## src/rtl/mul_bf16_arbiter.sv

```systemverilog
// mul_bf16_arbiter
// Shares one external, purely combinational bfloat16 multiplier among N_REQ
// requesters. A round-robin arbiter picks one request per cycle. The request
// goes into stage S1, which drives the multiplier. The product and status are
// captured into stage S2, which drives the single response channel tagged
// with the requester index. Responses leave in acceptance order.
module mul_bf16_arbiter #(
  parameter int N_REQ  = 4,
  parameter int N_DATA = 16,
  parameter int ID_W   = $clog2(N_REQ)
) (
  input  logic                    clk,
  input  logic                    rst_n,
  input  logic [N_REQ-1:0]        req_valid,
  output logic [N_REQ-1:0]        req_ready,
  input  logic [N_REQ*N_DATA-1:0] req_a,
  input  logic [N_REQ*N_DATA-1:0] req_b,
  input  logic [N_REQ*3-1:0]      req_rnd,
  output logic [N_DATA-1:0]       mul_a,
  output logic [N_DATA-1:0]       mul_b,
  output logic [2:0]              mul_rnd,
  input  logic [N_DATA-1:0]       mul_o,
  input  logic [7:0]              mul_status,
  output logic                    rsp_valid,
  input  logic                    rsp_ready,
  output logic [ID_W-1:0]         rsp_id,
  output logic [N_DATA-1:0]       rsp_o,
  output logic [7:0]              rsp_status,
  output logic                    busy
);

  localparam logic [ID_W-1:0] LAST_ID = ID_W'(N_REQ - 1);

  // Round-robin pick: {found, index} of the first valid requester at or after
  // 'start', wrapping modulo N_REQ. Scanning from the far end lets the entry
  // closest to 'start' overwrite the others.
  function automatic logic [ID_W:0] rr_pick(input logic [N_REQ-1:0] valid,
                                            input logic [ID_W-1:0]  start);
    logic [ID_W:0] res;
    int            idx;
    res = '0;
    for (int k = N_REQ - 1; k >= 0; k--) begin
      idx = (int'(start) + k) % N_REQ;
      if (valid[idx]) res = {1'b1, ID_W'(idx)};
    end
    return res;
  endfunction

  // Pointer value after granting requester g: the one just after g, wrapping.
  function automatic logic [ID_W-1:0] rr_next(input logic [ID_W-1:0] g);
    return (g == LAST_ID) ? '0 : g + ID_W'(1);
  endfunction

  // Arbitration state
  logic [ID_W-1:0]   ptr_q, ptr_d;

  // Stage S1: accepted operands, feeding the shared multiplier
  logic              s1_valid_q, s1_valid_d;
  logic [N_DATA-1:0] s1_a_q, s1_a_d;
  logic [N_DATA-1:0] s1_b_q, s1_b_d;
  logic [2:0]        s1_rnd_q, s1_rnd_d;
  logic [ID_W-1:0]   s1_id_q, s1_id_d;

  // Stage S2: captured product, feeding the response channel
  logic              s2_valid_q, s2_valid_d;
  logic [N_DATA-1:0] s2_o_q, s2_o_d;
  logic [7:0]        s2_status_q, s2_status_d;
  logic [ID_W-1:0]   s2_id_q, s2_id_d;

  // Arbitration and pipeline control
  logic [ID_W:0]     pick;
  logic              any_grant;
  logic [ID_W-1:0]   grant_id;
  logic [N_REQ-1:0]  grant_oh;
  logic              adv1, adv2, accept;
  logic [N_DATA-1:0] sel_a, sel_b;
  logic [2:0]        sel_rnd;

  // Grant decision, stage advance conditions and per-requester ready.
  // Ready is forced low while reset is asserted so no requester sees an
  // accept it could act on during reset.
  always_comb begin
    pick      = rr_pick(req_valid, ptr_q);
    any_grant = pick[ID_W];
    grant_id  = pick[ID_W-1:0];
    grant_oh  = any_grant ? (N_REQ'(1) << grant_id) : '0;
    adv2      = !s2_valid_q || rsp_ready;
    adv1      = !s1_valid_q || adv2;
    accept    = any_grant && adv1;
    req_ready = grant_oh & {N_REQ{adv1 && rst_n}};
  end

  // Operand mux: select the granted requester's packed fields.
  always_comb begin
    sel_a   = '0;
    sel_b   = '0;
    sel_rnd = '0;
    for (int i = 0; i < N_REQ; i++) begin
      if (grant_id == ID_W'(i)) begin
        sel_a   = req_a[i*N_DATA +: N_DATA];
        sel_b   = req_b[i*N_DATA +: N_DATA];
        sel_rnd = req_rnd[i*3 +: 3];
      end
    end
  end

  // Next-state for the pointer and both pipeline stages.
  always_comb begin
    ptr_d       = accept ? rr_next(grant_id) : ptr_q;

    // ---- arbiter -> S1 ----
    s1_valid_d  = s1_valid_q;
    s1_a_d      = s1_a_q;
    s1_b_d      = s1_b_q;
    s1_rnd_d    = s1_rnd_q;
    s1_id_d     = s1_id_q;
    if (adv1) begin
      s1_valid_d = any_grant;
      if (any_grant) begin
        s1_a_d   = sel_a;
        s1_b_d   = sel_b;
        s1_rnd_d = sel_rnd;
        s1_id_d  = grant_id;
      end
    end

    // ---- S1 + multiplier -> S2 ----
    s2_valid_d  = s2_valid_q;
    s2_o_d      = s2_o_q;
    s2_status_d = s2_status_q;
    s2_id_d     = s2_id_q;
    if (adv2) begin
      s2_valid_d  = s1_valid_q;
      s2_o_d      = mul_o;
      s2_status_d = mul_status;
      s2_id_d     = s1_id_q;
    end
  end

  // State registers. Reset clears everything so outputs read zero at once and
  // in-flight operations are discarded.
  always_ff @(posedge clk or negedge rst_n) begin
    if (!rst_n) begin
      ptr_q       <= '0;
      s1_valid_q  <= 1'b0;
      s1_a_q      <= '0;
      s1_b_q      <= '0;
      s1_rnd_q    <= '0;
      s1_id_q     <= '0;
      s2_valid_q  <= 1'b0;
      s2_o_q      <= '0;
      s2_status_q <= '0;
      s2_id_q     <= '0;
    end else begin
      ptr_q       <= ptr_d;
      s1_valid_q  <= s1_valid_d;
      s1_a_q      <= s1_a_d;
      s1_b_q      <= s1_b_d;
      s1_rnd_q    <= s1_rnd_d;
      s1_id_q     <= s1_id_d;
      s2_valid_q  <= s2_valid_d;
      s2_o_q      <= s2_o_d;
      s2_status_q <= s2_status_d;
      s2_id_q     <= s2_id_d;
    end
  end

  // Output drive: multiplier inputs are zero whenever S1 is empty.
  always_comb begin
    mul_a      = s1_valid_q ? s1_a_q   : '0;
    mul_b      = s1_valid_q ? s1_b_q   : '0;
    mul_rnd    = s1_valid_q ? s1_rnd_q : '0;
    rsp_valid  = s2_valid_q;
    rsp_id     = s2_id_q;
    rsp_o      = s2_o_q;
    rsp_status = s2_status_q;
    busy       = s1_valid_q || s2_valid_q;
  end

endmodule
```

## config.mk

```make
export PLATFORM = sky130hd
export DESIGN_NAME = mul_bf16_arbiter
export DESIGN_NICKNAME = d
export VERILOG_FILES = /design/src/rtl/mul_bf16_arbiter.sv
export SDC_FILE = /design/constraint.sdc
export NUM_CORES = 1
export LEC_CHECK = 0
export BUFFER_PORTS_ARGS = -buffer_cell sky130_fd_sc_hd__buf_2
export CORE_MARGIN = 3
export CORE_UTILIZATION = 35
export DETAILED_ROUTE_END_ITERATION = 12
export PLACE_DENSITY_LB_ADDON = 0.12
export SLEW_MARGIN = 10
export SYNTH_ARGS = -nofsm -noshare
export SYNTH_HDL_FRONTEND = slang
export SYNTH_SLANG_ARGS = --single-unit
export TNS_END_PERCENT = 20
```

## constraint.sdc

```tcl
create_clock -name clk -period 5.75 [get_ports clk]
set_input_delay 0.2875 -clock clk [delete_from_list [all_inputs] [get_ports clk]]
set_output_delay 0.2875 -clock clk [all_outputs]
set_load 0.02 [all_outputs]
```

* After elaboration in Yosys (flattened, before gate mapping)
Index checks and enable logic that the tools add are counted.
** Operators by class
- Add/sub/neg operators :: 4
- $lt $le $gt $ge :: 4
- Equal/unequal tests :: 3
- Shifts and indexed selects :: 1
- Multiplexer cells :: 32
- Bitwise operators :: 4
- Reductions and logical operators :: 12
** Operator list (count)
- $mux 16 :: 10
- $mux 3 :: 9
- $lt 3x4->1 const B :: 3
- $bmux 1 s2 :: 4
- $mux 1 :: 7
- $reduce_or 2->1 :: 3
- $add 2x1->2 const B :: 2
- $add 2x2->2 const B :: 2
- $and 4x4->4 :: 1
- $eq 2x2->1 const B :: 2
- $mux 4 :: 1
- $shl 1x2->4 const A :: 1
- $and 1x1->1 const A :: 3
- $logic_or 1x1->1 :: 3
- $lt 2x3->1 const B :: 1
- $eq 2x1->1 const B :: 1
- $logic_and 1x1->1 :: 2
- $logic_not 1->1 :: 2
- $logic_not 2->1 :: 1
- $mux 2 :: 1
- $reduce_and 2->1 :: 1
** Word-level totals
- Flip-flop bits (word level) :: 67
- Input port bits :: 171
- Output and inout port bits :: 67
- Word-level logic and storage cells :: 70

* Longest topological paths before layout
Gate-level depths: netlist (run 1).
- Depth in word-level cells :: 15
- Mapped depth :: 11
- Mapped depth without buffers :: 9

* Worst setup path before layout (run 1)
OpenSTA, ideal clock, no wires.
- Path kind :: register to output
- From :: reg ptr_q[0]
- To :: out req_ready[2]
- Arrival :: 1.730 ns
- Data required time :: 5.463 ns
- Setup slack :: 3.733 ns
- Cell stages (with the launch flop) :: 8
- Buffers on the path :: 2
- Cells stage by stage :: dfrtp_1 > nor2b_1 > nor3b_1 > o22ai_1 > ha_1 > buf_2 > clkbuf_1 > and3_1
** On the way
- Word-level cells in the longest chain between the ends :: 11
- Elaborated cells on any way between the ends :: 21
- Those cells by class :: add/sub (3); shift (1); mux (16); bitwise (1)
** Ends and longest elaborated chain
- start: declaration :: line 55 : logic [ID_W-1:0] ptr_q, ptr_d;
- start signal: assignment :: line 155 : ptr_q <= ptr_d;
- $add 2x2->2 :: line 43 : idx = (int'(start) + k) % N_REQ;
- $bmux 1 s2 :: line 44 : if (valid[idx]) res = {1'b1, ID_W'(idx)};
- $mux 1 (not written as such) (2 in series) :: line 44
- $mux 3 (3 in series) :: line 44
- $mux 3 * :: line 44
- $shl 1x2->4 :: line 86 : grant_oh = any_grant ? (N_REQ'(1) << grant_id) : '0;
- $mux 4 * :: line 86
- $and 4x4->4 * :: line 90 : req_ready = grant_oh & {N_REQ{adv1 && rst_n}};
- end: declaration :: line 15 : output logic [N_REQ-1:0] req_ready,
Mark *: on every way between the ends. The rest lies on a longest branch, timed or not. The select of a mux whose other input is x is not followed.

* Final worst setup path (run 1)
Ends and elaborated chain as after synthesis.

==> results of run 1 <==
-- power breakdown --
part / internal (mW) / switching [mW]
Sequential: 0.628 / 0.0809
Clock: 0.287 / 0.190
Combinational: 0.514 / 0.729
Total: 1.43 / 1.00
-- sequential cells by signal, indices dropped and copies added (netlist names) --
register and flops:
rsp_status 8, s1_valid_q 1, rsp_id 2, s1_id_q 2
s1_b_q 16, rsp_o 16, s1_rnd_q 3, s1_a_q 16
ptr_q 2, rsp_valid 1
-- through the flow --
| step | utilization [%] | power (mW) | hold slack, ps |
|---|---|---|---|
| final | 50.5 | 2.43 | 74.9 |
| after global routing | 50.5 | 2.61 | 113 |
| after CTS | 50.5 | 2.46 | 95.3 |
| after detailed placement | 48.2 | 1.97 | 450 |
| after global placement | 48.2 | 1.94 | 444 |
| after floorplan | - | 1.61 | -8.09 |
-- layer usage --
| metal | wire (um) | vias to the layer above | GRT usage, % |
|---|---|---|---|
| li1 | - | 2038 | - |
| met1 | 5400 | 2006 | 25.2 |
| met2 | 6380 | 195 | 34.1 |
| met3 | 1070 | 16 | 4.78 |
| met4 | 167 | 0 | 6.57 |
| met5 | 0 | - | 0 |
-- cell families after synthesis --
group | Yosys count | share of synthesized area, %
buf+inv | 80 | 9.44
mux | 1 | 0.288
fa+ha+maj | 4 | 1.28
simple gates | 172 | 20.1
flops | 67 | 42.9
compound gates | 149 | 26.0
-- synth_stat cells, types with 2 or more instances --
| library cell | instances |
|---|---|
| a221oi_1 | 34 |
| nand2_1 | 86 |
| nor2_1 | 36 |
| a21oi_1 | 71 |
| and3_1 | 4 |
| nor2b_1 | 6 |
| o21ai_0 | 4 |
| inv_1 | 38 |
| and2_1 | 35 |
| buf_2 | 13 |
| clkbuf_1 | 20 |
| a211o_1 | 34 |
| buf_1 | 2 |
| ha_1 | 4 |
| buf_6 | 5 |
| dfrtp_1 | 67 |
-- critical path, cell delays in order, from the launching register on --
cell	delay, ps
dfrtp_1	410
nor2b_1	170
nor3b_1	70
o22ai_1	360
ha_2	250
buf_4	540
and3_1	260
buf_2	160
-- final cells by class --
type	instances	area share, %
Multi-Input combinational cell	326	35.2
Sequential cell	67	31.3
Timing Repair Buffer	244	23.2
Tap cell	136	3.18
Inverter	38	2.67
Clock buffer	9	2.31
Clock inverter	6	2.15
-- path summary, 6_finish.rpt --
path,endpoint,startpoint,cells after the start
worst max-delay path,req_ready[2],ptr_q[0]$_DFFE_PN0P_,7
worst min-delay path,s1_a_q[8]$_DFFE_PN0P_,rst_n,1
worst max register to register,s1_a_q[9]$_DFFE_PN0P_,ptr_q[0]$_DFFE_PN0P_,11
worst min register to register,rsp_o[2]$_DFFE_PN0P_,rsp_o[2]$_DFFE_PN0P_,2
max in group asynchronous,s1_b_q[11]$_DFFE_PN0P_,rst_n,1
min in group clk,rsp_status[1]$_DFFE_PN0P_,mul_status[1],3
==> metrics.yaml, run 1 <==
detailed_routing:
  vias_per_cell: 5.15
  firstDrtPassIters: 5
  wire_per_inst_um: 15.8
  ant_nets: 0
  drc_errors: 0
  vias: 4255
  drt_iter0_drc: 273
  wl_um: 13000
final_layout:
  diodes: 0
  mostFrequentLayoutCells: "236 x buf_2, 86 x nand2_1, 71 x a21oi_1, 67 x dfrtp_1, 38 x inv_1"
  nets: 861
  final_layout_size_suffix_gt1_share_pct: 38.8
  fin_cells: 826
  multi_input_area_mm2: 0.00188
  fillerInstances: 1066
  final_common_cell: "buf_2"
  register_area_mm2: 0.00168
  syn_to_final_growth_pct: 36.9
  fin_area_mm2: 0.00535
critical_path:
  crit_fanout: 71
  path_class: "flop to primary output"
  endpoint_kind: "primary output"
  worst_ep_arrival_time_ps: 2590
  crit_required_ps: 5460
  start_kind: "flop"
  reg2reg_slack_ps: 2910
synthesis:
  yosys_register_bits: 67
  synth_top_area_share_pct: 42.9
  seq_area_frac_synth_pct: 42.9
  synth.cell_area_mm2: 0.00391
  synth_nets: 648
  synth_cells: 473
  synthFlopType: "dfrtp_1"
  avgSynthCellArea_um2: 8.27
  synth_edf_count: 0
  yosys.area.top_type: "dfrtp_1"
  ys_warn_count: 0
  synthArstFlopShare_pct: 100
  ys_top_cells_by_area: "dfrtp_1 43%, a21oi_1 9.1%, nand2_1 8.3%"
  ys_types: 30
grt:
  grt_usage_pct: 20.1
  grt_pass1_wl_um: 20600
  grt_max_degree: 72
  antenna_found_initial: 0
  overflow: 0
  grt_pass1_vias: 4166
floorplan:
  start_util_pct: 36.9
  dieArea_mm2: 0.0125
  core_mm2: 0.0106
  die_x_um: 112
  fp-row-count: 37
  die_h_um: 112
  io_pins: 238
clocking:
  cts_tree: "built"
  ctsResizeCount: 0
  numCtsBuffers: 9
  clock-sinks: 67
  cts_root_buf: "clkbuf_8"
  cts.clk_slew.worst_paths_ps: 80
  clockBufferDepth: 2
  htreeDepth: 3
  post_cts_buffers: 0
  clk_latency_ps: 340
  cts_hold_buf: 0
sta:
  tns_ps: 0
  min_period_ps: 2880
  slew_headroom_pct: 31.9
  skew_ps: 9.87
  finalSetupViolCount: 0
  finalHoldViolCount: 0
  layout_worst_path_cycle_share_pct: 50.1
  max_freq_mhz: 347
  grt_setup_unrepaired: "false"
  worst_slew_pin_slew_ps: 1020
  layout_setup_ws_ps: 2870
  slew_violations: 0
status:
  status: "finished clean"
hold_path:
  hold_class: "input pin to asynchronous set/reset pin"
power_and_ir_drop:
  leakagePower_nw: 2.89
  peakVddDrop_mv: 0.279
  power_density_mw_per_mm2: 454
placed_design:
  dp_hpwl_um: 8970
  port_buffers: 237
  place_ws_ps: 2890
  placed_area_mm2: 0.00511
  dp_cells: 811
  routabilityCongestion: 0.902
run:
  drv_cap: 0
Power figures use the tool's default switching activity.
==> run 2: changes to the inputs <==
==> constraint.sdc (replaced) <==
create_clock -name clk -period 2.4 [get_ports clk]
set_input_delay 0.12 -clock clk [delete_from_list [all_inputs] [get_ports clk]]
set_output_delay 0.12 -clock clk [all_outputs]
set_load 0.02 [all_outputs]
==> run 2 against run 1 <==
Compared with the run above:
- worst setup slack lost 2800 ps
- clock skew is 1.9 ps higher
- sequential power grew 140%
- global-route usage increased by 0.84 points
- non-clock buffer count increased by 35
- clock-buffer cell count up 1
- core utilization up 3.9 points
- register-to-register slack worse by 2700 ps
- critical path depth is 1 higher
- final cell count up 4.4%
- routed wire length rose by 6.3%
- power grew 150%
- critical path type unchanged
- largest cell class unchanged
- largest power group unchanged
- highest routed layer unchanged
==> metrics.yaml, run 2 (synthesis gave the netlist of run 1 again) <==
status:
  status: "finished clean"
detailed_routing:
  wl_um: 13800
  vias_per_cell: 5.11
  drc_errors: 0
  drt_iter0_drc: 311
  ant_nets: 0
  firstDrtPassIters: 4
  wire_per_inst_um: 16.1
  vias: 4405
grt:
  overflow: 0
  grt_pass1_wl_um: 21600
  antenna_found_initial: 0
  grt_usage_pct: 20.9
  grt_max_degree: 72
  grt_pass1_vias: 4364
critical_path:
  r2r_start: "ptr_q[0]$_DFFE_PN0P_"
  crit_end: "req_ready[3]"
  critPathBufInv: 3
  worstPathCellList: "nor2b_1, a211oi_1, o21bai_1, inv_1, ha_2, buf_12, and3_1, buf_2"
  reg2reg_slack_ps: 180
  r2r_cells: 10
  r2r_end: "s1_a_q[9]$_DFFE_PN0P_"
  start_kind: "flop"
  crit_fanout: 18
  crit_cells: 8
  crit_required_ps: 2280
  crit_family: "buffers and inverters"
  cp_slowest_stage_delay_ps: 400
  endpoint_kind: "primary output"
  worstSetupStartpoint: "ptr_q[0]$_DFFE_PN0P_"
  path_class: "flop to primary output"
  crit_slowest_cell: "dfrtp_1"
  worst_ep_arrival_time_ps: 2170
sta:
  worst_slew_pin_slew_ps: 651
  layout_setup_ws_ps: 114
  max_freq_mhz: 437
  min_period_ps: 2290
  slew_headroom_pct: 56.6
  layout_worst_path_cycle_share_pct: 95.2
  finalSetupViolCount: 0
  grt_setup_unrepaired: "false"
  skew_ps: 11.8
  tns_ps: 0
  finalHoldViolCount: 0
  slew_violations: 0
placed_design:
  routabilityCongestion: 0.869
  dp_hpwl_um: 9830
  placed_area_mm2: 0.00522
  port_buffers: 237
  place_ws_ps: 141
floorplan:
  dieArea_mm2: 0.0125
  io_pins: 238
  core_mm2: 0.0106
  fp-row-count: 37
  die_x_um: 112
  start_util_pct: 36.9
  die_h_um: 112
clocking:
  clock-sinks: 67
  cts_root_buf: "clkbuf_8"
  htreeDepth: 3
  numCtsBuffers: 9
  cts.clk_slew.worst_paths_ps: 80
  clk_latency_ps: 350
  cts_tree: "built"
  clockBufferDepth: 2
power_and_ir_drop:
  leakagePower_nw: 3.07
  peakVddDrop_mv: 0.507
  power_density_mw_per_mm2: 1050
  total_power_mw: 6.03
hold_path:
  hold_class: "input pin to flop"
  holdCritStartpoint: "req_valid[2]"
final_layout:
  multi_input_area_mm2: 0.00190
  fillerInstances: 1022
  final_layout_size_suffix_gt1_share_pct: 38.4
  fin_util_pct: 54.4
  register_area_mm2: 0.00168
  diodes: 0
  final_common_cell: "buf_2"
  mostFrequentLayoutCells: "236 x buf_2, 86 x nand2_1, 71 x a21oi_1, 67 x dfrtp_1, 38 x inv_1"
  nets: 896
  fin_area_mm2: 0.00576
  syn_to_final_growth_pct: 47.4
run:
  drv_cap: 0
run 2: changes by cell type in the layout (fill, tap and decap cells not counted), moves of 2 or more:
cell	delta
buf_6	+2
dlygate4sd3_1	+25
buf_12	+4
clkbuf_16	+2
buf_4	+2
run 2: per-layer routing:
layer | global-route usage [%] | share of wire (%)
met1 | 25.3 | 41
met2 | 36.7 | 49
met3 | 5.49 | 7.9
met4 | 6.00 | 1.2
met5 | 0 | 0
run 2: metrics by stage:
stage | hold WS (ps) | std cells
6_report | 67.8 | 862
5_1_grt | 57.7 | 862
4_1_cts | 49.6 | 860
3_5_place_dp | 139 | 819
3_3_place_gp | 142 | 819
2_1_floorplan | -176 | 473
run 2: area by class of cell:
| type | count | area share (%) |
|---|---|---|
| multi-input combinational | 326 | 32.9 |
| sequential | 67 | 29.1 |
| timing repair buffer | 279 | 28.8 |
| tap | 136 | 2.95 |
| inverter | 38 | 2.47 |
| clock buffer | 10 | 2.21 |
| clock inverter | 6 | 1.56 |
run 2: how the worst min path moves through the flow:
stage,to,cells past startpoint
floorplan,ptr_q[0]$_DFFE_PN0P_,0
global route,s1_valid_q$_DFFE_PN0N_,3
finish,s1_valid_q$_DFFE_PN0N_,3
detailed placement,s1_a_q[6]$_DFFE_PN0P_,1
global placement,s1_a_q[6]$_DFFE_PN0P_,1
CTS,s1_a_q[5]$_DFFE_PN0P_,3
run 2: power by group:
group	switching (mW)	leakage [nW]	internal, mW
Combinational	1.83	2.18	1.45
Clock	0.464	0.106	0.587
Sequential	0.197	0.787	1.51
Total	2.49	3.07	3.54
run 2: worst min-delay path, cell delays in order:
cell and delay [ps]:
buf_2 130, nor4_4 70, o21ai_0 60
run 2: repair_timing:
action | in CTS | in global routing
setup buffers | 0 | 0
resized for setup | 1 | 3
hold endpoints to repair | 61 | 0
hold buffers | 25 | 0
cloned | 0 | 2
endpoints found under the setup margin | 1 | 26
pin swaps | 0 | 0
==> run 3: changes to the inputs <==
--- a/config.mk
+++ b/config.mk
@@ -5,10 +5,11 @@
 export SDC_FILE = /design/constraint.sdc
 export NUM_CORES = 1
 export LEC_CHECK = 0
-export BUFFER_PORTS_ARGS = -buffer_cell sky130_fd_sc_hd__buf_2
+export ABC_AREA = 1
 export CORE_MARGIN = 3
 export CORE_UTILIZATION = 35
 export DETAILED_ROUTE_END_ITERATION = 12
+export DONT_BUFFER_PORTS = 1
 export PLACE_DENSITY_LB_ADDON = 0.12
 export SLEW_MARGIN = 10
 export SYNTH_ARGS = -nofsm -noshare
==> run 3 against run 2 <==
Compared with the run above:
- the run now ends with negative setup slack left
- die area grew 6.4%
- combinational power grew to 2.6 times the previous value
- clock-buffer cell count up 1
- sequential cell count is the same
- via count fell by 2.4%
- cell area shrank 5.0%
==> metrics.yaml, run 3 <==
status:
  status: "finished with violations"
  failed_checks: "negative setup slack"
floorplan:
  start_util_pct: 36.2
  io_pins: 238
  die_h_um: 115
  fp-row-count: 39
  core_mm2: 0.0115
  dieArea_mm2: 0.0133
  die_x_um: 115
clocking:
  numCtsBuffers: 9
  cts_root_buf: "clkbuf_16"
  htreeDepth: 3
  cts_tree: "built"
  clock-sinks: 67
  clk_latency_ps: 340
  cts.clk_slew.worst_paths_ps: 60
  clockBufferDepth: 2
power_and_ir_drop:
  p_int_mw: 5.72
  p_sw_share_pct: 50.7
  p_comb_share_pct: 72.0
  clockPowerShare_pct: 11.0
  seqPwrFrac_pct: 17.0
  power_density_mw_per_mm2: 2120
  peakVddDrop_mv: 1.11
  p_sw_mw: 5.90
  leakagePower_nw: 2.96
placed_design:
  dp_cells: 789
  port_buffers: 0
  placed_area_mm2: 0.00440
  routabilityCongestion: 0.810
  place_ws_ps: -85.9
  dp_hpwl_um: 9510
synthesis:
  synth_cells: 658
  synth.most_common_cell: "nand2_1"
  synth_compound_area_share_pct: 13.0
  synth_fa_ha_area_share_pct: 1.20
  synthMuxAreaShare_pct: 0
  synth_nets: 833
  synthFlopType: "dfrtp_1"
  synthArstFlopShare_pct: 100
  ys_types: 22
  synthTopCellsByCount: "360 x nand2_1, 67 x dfrtp_1, 67 x o21ai_0"
  synth_top_family_by_area: "simple AND/OR/NAND/NOR gates"
  ys_warn_count: 0
  yosys_register_bits: 67
  synth_top_area_share_pct: 40.2
  yosys.area.top_type: "dfrtp_1"
  synth_edf_count: 0
  seq_area_frac_synth_pct: 40.2
  ys_top_cells_by_area: "dfrtp_1 40%, nand2_1 32%, o21ai_0 8.0%"
  synth.cell_area_mm2: 0.00417
  synth_simple_gate_area_share_pct: 36.1
  synth_xor_area_share_pct: 0
  avgSynthCellArea_um2: 6.34
detailed_routing:
  ant_nets: 0
  vias: 4299
  wl_um: 14400
  top_layer: "met4"
  wire_per_inst_um: 17.0
  drt_iter0_drc: 212
  wl_met2_um: 7130
  wl_met1_um: 5920
  firstDrtPassIters: 5
  vias_per_cell: 5.06
  drc_errors: 0
  route.met3.wl_um: 1090
grt:
  grt_usage_pct: 19.4
  grt_max_degree: 68
  antenna_found_initial: 0
  grt_pass1_vias: 3887
  grt_pass1_wl_um: 20000
  overflow: 0
sta:
  worst_slew_pin_slew_ps: 999
  slew_violations: 0
  finalHoldViolCount: 0
  slew_headroom_pct: 33.2
  timing.hold.ws_ps: 11.4
  skew_ps: 8.28
  finalSetupViolCount: 18
  layout_setup_ws_ps: -41.4
  tns_ps: -260
  max_freq_mhz: 410
  min_period_ps: 2440
  layout_worst_path_cycle_share_pct: 102
  grt_setup_unrepaired: "true"
final_layout:
  multi_input_area_mm2: 0.00232
  fin_area_mm2: 0.00548
  diodes: 0
  fin_cells: 849
  nets: 876
  final_common_cell: "nand2_1"
  fillerInstances: 1187
  mostFrequentLayoutCells: "344 x nand2_1, 66 x dfrtp_1, 42 x inv_1, 40 x o21ai_1, 35 x a21oi_1"
  syn_to_final_growth_pct: 31.2
  register_area_mm2: 0.00168
  final_layout_size_suffix_gt1_share_pct: 16.3
critical_path:
  worst_ep_arrival_time_ps: 2720
  path_class: "flop to flop"
  start_kind: "flop"
  crit_fanout: 6
  endpoint_kind: "flop"
  reg2reg_slack_ps: -40
  crit_required_ps: 2670
run:
  drv_cap: 0
hold_path:
  hold_class: "input pin to flop"
-- run 3: timing repair --
| item | in CTS | in global routing |
|---|---|---|
| pin swaps | 0 | 34 |
| cloned | 1 | 4 |
| buffers inserted | 2 | 9 |
| hold buffers | 28 | 0 |
| hold endpoints to repair | 93 | 0 |
| resized for setup | 18 | 89 |
| endpoints found under the setup margin | 38 | 41 |
-- run 3: critical path, stage by stage, from the launching register on --
cell and delay [ps]:
dfrtp_1 420, inv_2 140, nand2_1 90, nand2_2 110, nand2_4 60, nand2_4 80
inv_4 40, nand2_4 50, nand2_2 50, nand2_2 90, nand2_4 80, inv_4 80
ha_4 140, inv_4 40, nor2_4 140, buf_12 150, clkbuf_16 150, nand2_2 40
nand2_1 50, o21ai_1 60, o21ai_1 150, nand2_1 70, nand2_1 100
-- run 3: cell type report --
type / instances / share of cell area, %
tap: 143 / 3.27
timing repair buffer: 71 / 14.6
inverter: 53 / 3.86
clock inverter: 5 / 0.663
clock buffer: 11 / 4.62
sequential: 67 / 30.6
multi-input combinational: 499 / 42.3
-- run 3: stage by stage --
step	power [mW]	utilization, %
after floorplan	6.71	-
after global routing	12.7	47.5
final	11.6	47.5
after global placement	8.30	38.2
after detailed placement	8.38	38.2
after CTS	10.2	44.3
-- run 3: power by group through the flow --
stage | Combinational, mW | Sequential [mW] | Clock [mW]
2_1_floorplan | 4.82 | 1.89 | 0
3_3_place_gp | 6.32 | 1.98 | 0
3_5_place_dp | 6.40 | 1.99 | 0
4_1_cts | 6.95 | 1.97 | 1.30
5_1_grt | 9.35 | 2.02 | 1.37
6_report | 8.37 | 1.97 | 1.28
-- run 3: worst paths after layout --
| check | cells after the start | to | start |
|---|---|---|---|
| worst max-delay path | 22 | s1_b_q[10]$_DFFE_PN0P_ | ptr_q[1]$_DFFE_PN0P_ |
| worst min-delay path | 4 | s1_b_q[12]$_DFFE_PN0P_ | req_b[60] |
| worst max register to register | 22 | s1_b_q[10]$_DFFE_PN0P_ | ptr_q[1]$_DFFE_PN0P_ |
| worst min register to register | 2 | s1_b_q[9]$_DFFE_PN0P_ | s1_b_q[9]$_DFFE_PN0P_ |
| max in group asynchronous | 2 | ptr_q[0]$_DFFE_PN0P_ | rst_n |
| min in group asynchronous | 2 | rsp_o[7]$_DFFE_PN0P_ | rst_n |
-- run 3: logic make-up (layout without fill, tap and decap cells) --
kind of cell             count (synthesis)  in the layout
adder cells (fa/ha/maj)                  4              4
AO/OA/AOI/OAI                          108            108
flip-flops                              67             67
buffers and inverters                   92            140
AND/OR/NAND/NOR                        387            387
-- run 3: per-layer routing --
| layer | vias to the layer above | track usage, % |
|---|---|---|
| met1 | 1983 | 23.5 |
| met3 | 24 | 4.79 |
| met2 | 183 | 33.1 |
| met5 | - | 0 |
| met4 | 0 | 7.90 |
| li1 | 2109 | - |
